===== src/rtl/pe_pkg.sv =====
// rtl/pe_pkg.sv - shared PE types: FSM state encodings and default widths
package pe_pkg;

    localparam int PE_DATA_WIDTH = 16;
    localparam int PE_CONFIG_BIT = 5;

    typedef enum logic [1:0] {
        S_IDLE   = 2'b00,
        S_STREAM = 2'b01,
        S_DONE   = 2'b10
    } psum_state_t;

endpackage


===== src/rtl/psum_skid_buf.sv =====
// rtl/psum_skid_buf.sv - 2-entry FIFO decoupling psum acceptance from output FIFO pushes
module psum_skid_buf #(
    parameter int DATA_WIDTH = pe_pkg::PE_DATA_WIDTH
) (
    input  logic                  clk,
    input  logic                  rstn,
    input  logic                  push,
    input  logic [DATA_WIDTH-1:0] push_data,
    input  logic                  pop,
    output logic [DATA_WIDTH-1:0] head_data,
    output logic [1:0]            occ
);

    logic [DATA_WIDTH-1:0] mem [2];
    logic                  wr_ptr;
    logic                  rd_ptr;

    // Storage and pointers; a simultaneous push and pop leaves occupancy unchanged
    always_ff @(posedge clk or negedge rstn) begin
        if (!rstn) begin
            mem[0] <= '0;
            mem[1] <= '0;
            wr_ptr <= 1'b0;
            rd_ptr <= 1'b0;
            occ    <= 2'd0;
        end else begin
            if (push) begin
                mem[wr_ptr] <= push_data;
                wr_ptr      <= ~wr_ptr;
            end
            if (pop) begin
                rd_ptr <= ~rd_ptr;
            end
            case ({push, pop})
                2'b10:   occ <= occ + 2'd1;
                2'b01:   occ <= occ - 2'd1;
                default: occ <= occ;
            endcase
        end
    end

    // Head word is presented as zero while the buffer is empty
    always_comb begin
        head_data = (occ != 2'd0) ? mem[rd_ptr] : '0;
    end

endmodule


===== src/rtl/psum_write_controller.sv =====
// rtl/psum_write_controller.sv - moves a counted job of psum words from the PE into the output FIFO
module psum_write_controller
    import pe_pkg::*;
#(
    parameter int DATA_WIDTH = PE_DATA_WIDTH,
    parameter int CONFIG_BIT = PE_CONFIG_BIT
) (
    input  logic                  clk,
    input  logic                  rstn,
    input  logic                  en,
    input  logic                  start,
    input  logic [CONFIG_BIT-1:0] cfg_count,
    input  logic                  in_valid,
    input  logic [DATA_WIDTH-1:0] in_data,
    output logic                  in_ready,
    input  logic                  full,
    output logic                  wen,
    output logic [DATA_WIDTH-1:0] wdata,
    output logic                  first_write,
    output logic                  busy,
    output logic                  done
);

    localparam logic [CONFIG_BIT-1:0] CNT_ONE = CONFIG_BIT'(1);

    psum_state_t           state_q;
    psum_state_t           state_d;
    logic [CONFIG_BIT-1:0] cfg_q;
    logic [CONFIG_BIT-1:0] acc_cnt;
    logic [CONFIG_BIT-1:0] wr_cnt;
    logic [1:0]            occ;
    logic                  accept;
    logic                  start_ok;
    logic                  last_push;

    assign accept    = in_valid & in_ready;
    assign start_ok  = en & start & (state_q == S_IDLE);
    assign last_push = wen & (wr_cnt == cfg_q - CNT_ONE);

    psum_skid_buf #(
        .DATA_WIDTH (DATA_WIDTH)
    ) u_skid (
        .clk       (clk),
        .rstn      (rstn),
        .push      (accept),
        .push_data (in_data),
        .pop       (wen),
        .head_data (wdata),
        .occ       (occ)
    );

    // State register
    always_ff @(posedge clk or negedge rstn) begin
        if (!rstn) begin
            state_q <= S_IDLE;
        end else begin
            state_q <= state_d;
        end
    end

    // Next-state logic; S_DONE always returns to idle so done can never stretch
    always_comb begin
        state_d = state_q;
        case (state_q)
            S_IDLE: begin
                if (start_ok) begin
                    state_d = (cfg_count != '0) ? S_STREAM : S_DONE;
                end
            end
            S_STREAM: begin
                if (last_push) begin
                    state_d = S_DONE;
                end
            end
            S_DONE:  state_d = S_IDLE;
            default: state_d = S_IDLE;
        endcase
    end

    // Outputs; in_ready depends only on registered state and en, never on full or in_valid
    always_comb begin
        in_ready = en & (state_q == S_STREAM) & (occ < 2'd2) & (acc_cnt < cfg_q);
        wen      = en & ~full & (occ != 2'd0);
        busy     = (state_q != S_IDLE);
        done     = (state_q == S_DONE);
    end

    // Job bookkeeping: word limit, accept/push counters and the sticky first_write flag
    always_ff @(posedge clk or negedge rstn) begin
        if (!rstn) begin
            cfg_q       <= '0;
            acc_cnt     <= '0;
            wr_cnt      <= '0;
            first_write <= 1'b0;
        end else if (start_ok) begin
            cfg_q       <= cfg_count;
            acc_cnt     <= '0;
            wr_cnt      <= '0;
            first_write <= 1'b0;
        end else begin
            if (accept) begin
                acc_cnt <= acc_cnt + CNT_ONE;
            end
            if (wen) begin
                wr_cnt      <= wr_cnt + CNT_ONE;
                first_write <= 1'b1;
            end
        end
    end

endmodule


===== config.mk =====
export PLATFORM = sky130hd
export DESIGN_NAME = psum_write_controller
export DESIGN_NICKNAME = d
export VERILOG_FILES = /design/src/rtl/pe_pkg.sv /design/src/rtl/psum_skid_buf.sv /design/src/rtl/psum_write_controller.sv
export SDC_FILE = /design/constraint.sdc
export NUM_CORES = 1
export LEC_CHECK = 0
export CORE_MARGIN = 5
export CORE_UTILIZATION = 50
export DETAILED_ROUTE_END_ITERATION = 6
export PLACE_DENSITY = 0.77
export SLEW_MARGIN = 20
export SYNTH_ARGS = -nofsm -noshare
export SYNTH_HDL_FRONTEND = slang
export SYNTH_HIERARCHICAL = 1
export SYNTH_SLANG_ARGS = --single-unit
export TNS_END_PERCENT = 50

===== constraint.sdc =====
create_clock -name clk -period 4 [get_ports clk]
set_input_delay 0.6 -clock clk [delete_from_list [all_inputs] [get_ports clk]]
set_output_delay 0.6 -clock clk [all_outputs]
set_load 0.02 [all_outputs]

# [After elaboration in Yosys (flattened, before gate mapping)]
# Index checks and enable logic that the tools add are counted.
[classes] eq_ne=7 n_mux=18 n_addsub=5 order_cmp=5 bitwise=14 reduce_logical=9
[ops] cell="16-bit 2-to-1 mux" n=5
[ops] cell="32-bit bitwise mux" n=1
[ops] cell="5-bit 2-to-1 mux" n=4
[ops] cell="16-bit demux with 1-bit select" n=1
[ops] cell="5-bit by 1-bit adder with 5-bit output, second input constant" n=2
[ops] cell="2-bit nonzero test" n=5
[ops] cell="1-bit bitwise AND" n=9
[ops] cell="2-bit case mux with 2 select lines" n=2
[ops] cell="2-bit 2-to-1 mux" n=3
[ops] cell="5-bit == test" n=1
[ops] cell="5-bit < comparator" n=1
[ops] cell="5-bit nonzero test" n=1
[ops] cell="5-bit by 1-bit subtractor with 5-bit output, second input constant" n=1
[ops] cell="2-bit by 1-bit == test with 1-bit output, second input constant" n=2
[ops] cell="2-bit == test, second input constant" n=2
[ops] cell="2-bit greater-or-equal comparator, second input constant" n=2
[ops] cell="2-bit inequality test, second input constant" n=2
[ops] cell="1-bit inverter with 2-bit output" n=2
[ops] cell="1-bit inverter" n=3
[ops] cell="2-bit by 1-bit adder with 2-bit output, second input constant" n=1
[ops] cell="2-bit logical NOT" n=1
[ops] cell="2-bit by 1-bit < comparator with 1-bit output, second input constant" n=1
[ops] cell="2-bit < comparator, second input constant" n=1
[ops] cell="1-bit 2-to-1 mux" n=2
[ops] cell="other kinds (3)" n=3
[totals] ff_bits=54 wordCells=68

# [Logic depth before layout (Yosys ltp)]
# Gate-level depths: netlist of the first run.
[logic_depth] word_depth=7 mapped_depth=11

# [Hierarchy]
# Netlist of the first run, hierarchy kept.
[by_module_without_submodules] mod="psum_skid_buf" instances=1 seq_area_each_um2=900.9 cells_each=116 area_per_inst_um2=1606.5
[by_module_without_submodules] mod="psum_write_controller" instances=1 seq_area_each_um2=450.4 cells_each=113 area_per_inst_um2=1051.0

# [Worst setup path before layout of the first run]
# OpenSTA, ideal clock, no wires.
[synth_timing] path_type="reg-to-reg" start="register cfg_q[2]" end="register u_skid/mem[21] (netlist name)" setup_ns=0.125 setup_slack_ns=1.680 synth_period_minus_slack_ns=2.320 arrival_ns=2.195 required_time_ns=3.875 stages_incl_launch_ff=11 path_cell_list="dfrtp_1 > inv_1 > ha_1 > a21o_2 > a31oi_1 > o211ai_1 > inv_1 > inv_1 > nor2_4 > buf_6 > mux2_2"
[synth_via] elab_chain_len=3
[synth_lines] item="from (decl)" line="psum_write_controller.sv:28" text="logic [CONFIG_BIT-1:0] cfg_q;"
[synth_lines] item="from (signal assigned)" line="psum_write_controller.sv:96" text="cfg_q <= cfg_count;"
[synth_lines] item="5-bit < comparator" line="psum_write_controller.sv:82" text="in_ready = en & (state_q == S_STREAM) & (occ < 2'd2) & (acc_cnt < cfg_q);"
[synth_lines] item="1-bit bitwise AND" line="psum_write_controller.sv:82"
[synth_lines] item="1-bit bitwise AND" line="psum_write_controller.sv:36" text="assign accept = in_valid & in_ready;"
[synth_lines] item="net accept" line="psum_write_controller.sv:32" text="logic accept;"
[synth_lines] item="to (signal, indexed assignment)" line="psum_skid_buf.sv:28" text="mem[wr_ptr] <= push_data;"
[synth_lines] item="to (decl)" line="psum_skid_buf.sv:14" text="logic [DATA_WIDTH-1:0] mem [2];"
# The timed path passes the listed nets, and every way through them passes these cells.
# A chain may end at the register's enable or synchronous reset.

# [Worst setup path after layout of the first run]
[layout_timing] start="input en" end="output in_ready"
[layout_via] elab_chain_len=3
[layout_lines] item="from (decl)" line="psum_write_controller.sv:10" text="input logic en,"
[layout_lines] item="1-bit bitwise AND (3 in a row)" line="psum_write_controller.sv:82"
[layout_lines] item="to (decl)" line="psum_write_controller.sv:15" text="output logic in_ready,"
# No other way between the ends.

==> flow_metrics.py, run 1 <==
metrics = {
    "pwr": {
        "combPwrFrac_pct": 47.2,
        "p_sw_mw": 0.9393,
        "p_seq_share_pct": 41.1,
        "swShare_pct": 37.81,
        "ir_drop_mv": 0.4510,
        "p_leak_nw": 1.446,
        "p_int_mw": 1.545,
        "cellPowerDensity_nw_per_um2": 761.4,
        "finalPower_mw": 2.484,
        "clkPwrFrac_pct": 11.7,
    },
    "placed_design": {
        "gp_congestion": 0.8108,
        "dp_hpwl_um": 3608,
        "numPortBuffers": 47,
    },
    "critical_path": {
        "critPathBufInv": 3,
        "reg2regPathDepth": 9,
        "critPathKind": "primary input to primary output",
        "cp_data_required_time_ns": 3.40,
        "r2r-start": "cfg_q[2]",
        "cp_max_fo": 5,
        "slowest_stage": "clkdlybuf4s50_1",
        "max_stage_delay_ns": 0.59,
        "crit_top_cell": "clkdlybuf4s50_1",
        "worstPathCellList": "clkdlybuf4s50_1 > nand2b_1 > a2111oi_4 > o21ai_2 > inv_1 > clkdlybuf4s50_1",
        "r2r_slack_ns": 1.33,
        "worst_setup_path_end_kind": "primary output",
        "reg2reg_to": "u_skid/mem[17]",
        "crit_path_start_kind": "primary input",
        "cp.depth": 6,
        "path_delay_family": "buffers and inverters",
        "arrival_ns": 2.35,
    },
    "yosys": {
        "synthArstFlopShare_pct": 100.0,
        "synth_area_leader_cell": "dfrtp_1",
        "ys_ff_latch": 54,
        "synth_area_leaders": "dfrtp_1 51%, mux2_2 14%, mux2i_1 6.4%",
        "synth_most_common_cell": "dfrtp_1",
        "avgSynthCellArea_sq_um": 11.61,
        "synth_top_area_share_pct": 50.85,
        "synth_edf_count": 0,
        "ys_warn_count": 6,
        "syn_inst": 229,
        "syn-num-nets": 264,
        "synth_cell_type_count": 34,
        "synth_common_cells": "54 x dfrtp_1, 32 x mux2_2, 30 x nor2_1",
        "mappedNetlistArea_sq_um": 2658,
        "seq_area_frac_synth_pct": 50.85,
        "synthFlopType": "dfrtp_1",
    },
    "detailed_routing": {
        "routed_wl_um": 5045,
        "detail-route-antenna-nets": 0,
        "viasPerCell": 5.201,
        "route.detailed.drc": 0,
        "drtIter0Drc": 56,
        "drt-pass1-iter-count": 4,
        "wl_per_cell_um": 14.50,
        "vias": 1810,
    },
    "global_route": {
        "grt_util_all_layers_pct": 15.49,
        "overflow": 0,
        "grt_pass1_wl_um": 8825,
        "antenna_found_initial": 0,
        "grt_start_max_net_pins": 55,
        "grt_pass1_vias": 1889,
    },
    "sta": {
        "clock_skew_ns": 0.009124,
        "slew_headroom_pct": 34.49,
        "drv_slew": 0,
        "fmax_mhz": 338.9,
        "finalCritPeriodShare_pct": 73.77,
        "fin_crit_ns": 2.951,
        "rsz0062_at_grt": "no",
        "finalSetupTns_ns": 0,
        "worstMarginPinSlew_ns": 0.9826,
        "finalSetupViolations": 0,
        "finalHoldViolations": 0,
    },
    "die": {
        "fp.dieH_um": 82.91,
        "initial_core_util_pct": 51.70,
        "coreArea_sq_um": 5140,
        "rows": 26,
        "dieArea_sq_um": 6873,
        "die_w_um": 82.91,
        "pin_count": 48,
    },
    "clock_tree": {
        "clk_path_buf_depth": 2,
        "cts_sinks": 54,
        "path_clk_slew_ns": 0.08,
        "insertion_delay_ns": 0.30,
        "root_buffer": "clkbuf_8",
        "cts_setup_buffers": 0,
        "cts_resized": 0,
        "cts_buffers": 5,
        "htree_levels": 2,
        "hold_buffers": 0,
        "cts_tree": "built",
    },
    "finish": {
        "drive_gt1_share_pct": 18.35,
        "n_antenna_cell": 0,
        "layout.nets": 313,
        "areaGrowthSynthToFinish_pct": 22.79,
        "finish.utilization_pct": 63.49,
    },
    "flow_run": {
        "max_cap_violations": 0,
    },
    "hold_path": {
        "hold_class": "primary input to async pin",
    },
    "outcome": {
        "status": "completed",
    },
}
-- kinds of logic (layout without fill, tap and decap cells) --
logic type / Yosys count / in the layout / share of synthesized area, %
AO/OA/AOI/OAI: 23 / 23 / 6.262
XOR/XNOR: 14 / 14 / 4.614
adder cells (fa/ha/maj): 8 / 8 / 3.767
buffers and inverters: 18 / 67 / 3.343
flip-flops: 54 / 54 / 50.85
multiplexers: 49 / 49 / 19.96
AND/OR/NAND/NOR: 63 / 63 / 11.21
-- how the worst max path moves through the flow --
stage | endpoint | start
detailed placement | u_skid/mem[19] | en
floorplan | u_skid/mem[21] | cfg_q[2]
global placement | u_skid/mem[27] | en
global route | in_ready | cfg_q[2]
finish | in_ready | en
CTS | wdata[8] | u_skid/occ[0]
-- placed cells by master (no fill, tap or decap), drive strengths merged, types with 2 or more instances in the layout --
master,instances
o21ai,10
nand2,12
clkbuf,5
nor2,31
o31ai,2
mux2,32
a21o,2
mux2i,17
ha,8
o211ai,3
nand4,2
a31oi,2
xnor2,6
a21oi,2
clkdlybuf4s50,46
nor3,3
nand3,5
dfrtp,54
nand2b,5
inv,12
xor2,8
buf,3
-- layout make-up --
type / instances / area (sq um)
inverter: 11 / 41.29
tap: 70 / 87.58
multi-input combinational: 157 / 1220
sequential: 54 / 1351
fill: 445 / 1877
clock inverter: 2 / 13.76
clock buffer: 5 / 68.82
timing repair buffer: 49 / 480.5
-- routing by layer --
metal / up-vias / routed length [um] / part of all wire [%] / global-route usage, %
met1: 885 / 2329 / 46 / 20.18
met3: 6 / 184 / 3.6 / 4.158
met5: - / 0 / 0 / 0
met2: 31 / 2475 / 49 / 25.36
met4: 0 / 55 / 1.1 / 4.458
li1: 888 / - / - / -
-- power groups by stage --
stage	sequential (mW)	combinational, mW	clock [mW]
final	1.02	1.17	0.291
after global routing	1.06	1.29	0.330
after CTS	1.02	1.19	0.303
after detailed placement	1.03	1.18	0
after global placement	1.02	1.16	0
after floorplan	0.938	0.828	0
-- registers in the layout, indices dropped and copies added (netlist names) --
| signal | cells |
|---|---|
| u_skid/mem | 32 |
| wr_cnt | 5 |
| cfg_q | 5 |
| state_q | 2 |
| u_skid/rd_ptr | 1 |
| u_skid/wr_ptr | 1 |
| u_skid/occ | 2 |
| first_write | 1 |
| acc_cnt | 5 |
-- metrics by stage --
stage	hold slack (ns)	area [sq um]	setup slack [ns]	std cells
2_1_floorplan	0.3044	2658	1.680	229
3_3_place_gp	0.4782	3178	1.069	341
3_5_place_dp	0.4916	3178	1.003	341
4_1_cts	0.4329	3261	0.9074	348
5_1_grt	0.4773	3263	0.9374	348
6_report	0.4203	3263	1.049	348
Note: power is estimated with default switching activity, not from simulation.
==> run 2, diff against run 1 <==
CORE_UTILIZATION = 47   (was 50)
PLACE_DENSITY = 0.76   (was 0.77)
clock period = 2.6 ns   (was 4 ns; I/O delays follow)
==> run 2 against run 1 <==
  * Core utilization shrank 3.0 points
  * Critical endpoint unchanged
  * Critical path type is now register to primary output
  * Highest routed layer unchanged
  * Largest cell class unchanged
  * Global-route usage fell by 0.48 points
  * Wire length is 0.32% higher
  * Hold slack worse by 0.27 ns
==> flow_metrics.py, run 2 (synthesis results as in run 1) <==
metrics = {
    "detailed_routing": {
        "detail-route-antenna-nets": 0,
        "route.detailed.drc": 0,
        "drt-pass1-iter-count": 4,
        "routed_wl_um": 5061,
        "viasPerCell": 5.163,
        "vias": 1838,
        "wl_per_cell_um": 14.22,
        "drtIter0Drc": 107,
    },
    "pwr": {
        "finalPower_mw": 3.900,
        "cellPowerDensity_nw_per_um2": 1171,
        "ir_drop_mv": 0.7110,
        "p_leak_nw": 1.483,
    },
    "sta": {
        "fin_ws_ns": 0.1621,
        "drv_slew": 0,
        "slew_headroom_pct": 49.34,
        "holdWs_ns": 0.1467,
        "worstMarginPinSlew_ns": 0.7599,
        "finalSetupTns_ns": 0,
        "rsz0062_at_grt": "no",
        "finalCritPeriodShare_pct": 93.77,
        "finalHoldViolations": 0,
        "clock_skew_ns": 0.007182,
        "fin_crit_ns": 2.438,
        "fmax_mhz": 410.2,
        "finalSetupViolations": 0,
    },
    "finish": {
        "layout.nets": 318,
        "fin_cells": 356,
        "multiInputGateArea_sq_um": 1217,
        "finish.utilization_pct": 60.46,
        "final_area_sq_um": 3329,
        "areaGrowthSynthToFinish_pct": 25.28,
        "n_antenna_cell": 0,
        "fillerInstances": 453,
        "drive_gt1_share_pct": 19.72,
        "layout_commonest_cell": "dfrtp_1",
        "top_register": "u_skid/mem",
        "layout_common_cells": "54 x dfrtp_1, 45 x clkdlybuf4s50_1, 32 x mux2_2",
        "regArea_sq_um": 1351,
        "largest_reg_flops": 32,
    },
    "critical_path": {
        "critPathKind": "register to primary output",
        "cp_data_required_time_ns": 2.21,
        "r2r-start": "cfg_q[2]",
        "crit_top_cell": "inv_1",
        "arrival_ns": 2.05,
        "crit_path_start_kind": "register",
        "slowest_stage": "dfrtp_1",
        "max_stage_delay_ns": 0.40,
        "cp_max_fo": 5,
        "r2r_slack_ns": 0.22,
        "reg2regPathDepth": 10,
        "worstPathCellList": "inv_1 > ha_1 > a21o_2 > a31oi_1 > o21ai_2 > inv_1 > dlygate4sd2_1",
        "reg2reg_to": "u_skid/mem[22]",
        "worst_setup_path_end_kind": "primary output",
    },
    "hold_path": {
        "hold_class": "primary input to async pin",
    },
    "placed_design": {
        "preCtsSetupSlack_ns": 0.07548,
        "dp_cells": 348,
        "numPortBuffers": 47,
        "dp_hpwl_um": 3801,
        "dpl_cell_area_sq_um": 3231,
        "gp_congestion": 0.7950,
    },
    "global_route": {
        "grt_pass1_wl_um": 8811,
        "grt_util_all_layers_pct": 15.01,
        "antenna_found_initial": 0,
        "overflow": 0,
        "grt_start_max_net_pins": 37,
        "grt_pass1_vias": 1864,
    },
    "die": {
        "rows": 27,
        "dieArea_sq_um": 7258,
        "coreArea_sq_um": 5507,
        "fp.dieH_um": 85.20,
        "initial_core_util_pct": 48.26,
        "pin_count": 48,
        "die_w_um": 85.20,
    },
    "flow_run": {
        "max_cap_violations": 0,
    },
    "clock_tree": {
        "hold_buffers": 0,
        "cts_buffers": 5,
        "cts_tree": "built",
        "insertion_delay_ns": 0.30,
        "root_buffer": "clkbuf_8",
        "cts_sinks": 54,
        "clk_path_buf_depth": 2,
        "path_clk_slew_ns": 0.09,
        "htree_levels": 2,
    },
    "outcome": {
        "status": "completed",
    },
}
[run 2: changes by cell type in the layout (fill, tap and decap cells not counted), sizes merged]
cell,previous run,this run
dlygate4sd2,0,1
clkbuf,5,6
inv,12,11
buf,3,8
clkdlybuf4s50,46,45
clkinv,1,2
[run 2: power by group]
group | internal, mW | switching [mW]
sequential | 1.23 | 0.299
clock | 0.220 | 0.270
combinational | 0.989 | 0.897
[run 2: worst max-delay path, delay by kind of cell (launching register included)]
| family | cells | cell delay (ns) |
|---|---|---|
| AO/OA/AOI/OAI | 3 | 0.54 |
| flip-flops | 1 | 0.40 |
| adder cells (fa/ha/maj) | 1 | 0.32 |
| buffers and inverters | 3 | 0.47 |
[run 2: worst max path at each step]
stage                        from        endpoint  slack (ns)  depth (start not counted)
floorplan                cfg_q[2]  u_skid/mem[21]        0.28                         10
global placement               en        in_ready        0.11                          6
detailed placement             en        in_ready        0.08                          6
CTS                 u_skid/rd_ptr       wdata[11]        0.15                          4
global route             cfg_q[2]        in_ready        0.04                          7
finish                   cfg_q[2]        in_ready        0.16                          7
[run 2: what timing repair did]
action,in CTS,in global routing
setup buffers,0,0
resized for setup,1,0
setup endpoints to repair,1,0
[run 2: routing by layer]
layer  wire [um]  track usage [%]
met5           0                0
met4          54            4.317
met3         174            3.204
met2        2496            24.51
met1        2336            20.14
[run 2: area by class of cell]
class / instances / share of cell area, %
Tap cell: 72 / 2.706
Multi-Input combinational cell: 157 / 36.57
Clock inverter: 2 / 0.5261
Inverter: 11 / 1.240
Timing Repair Buffer: 54 / 15.90
Clock buffer: 6 / 2.480
Sequential cell: 54 / 40.59
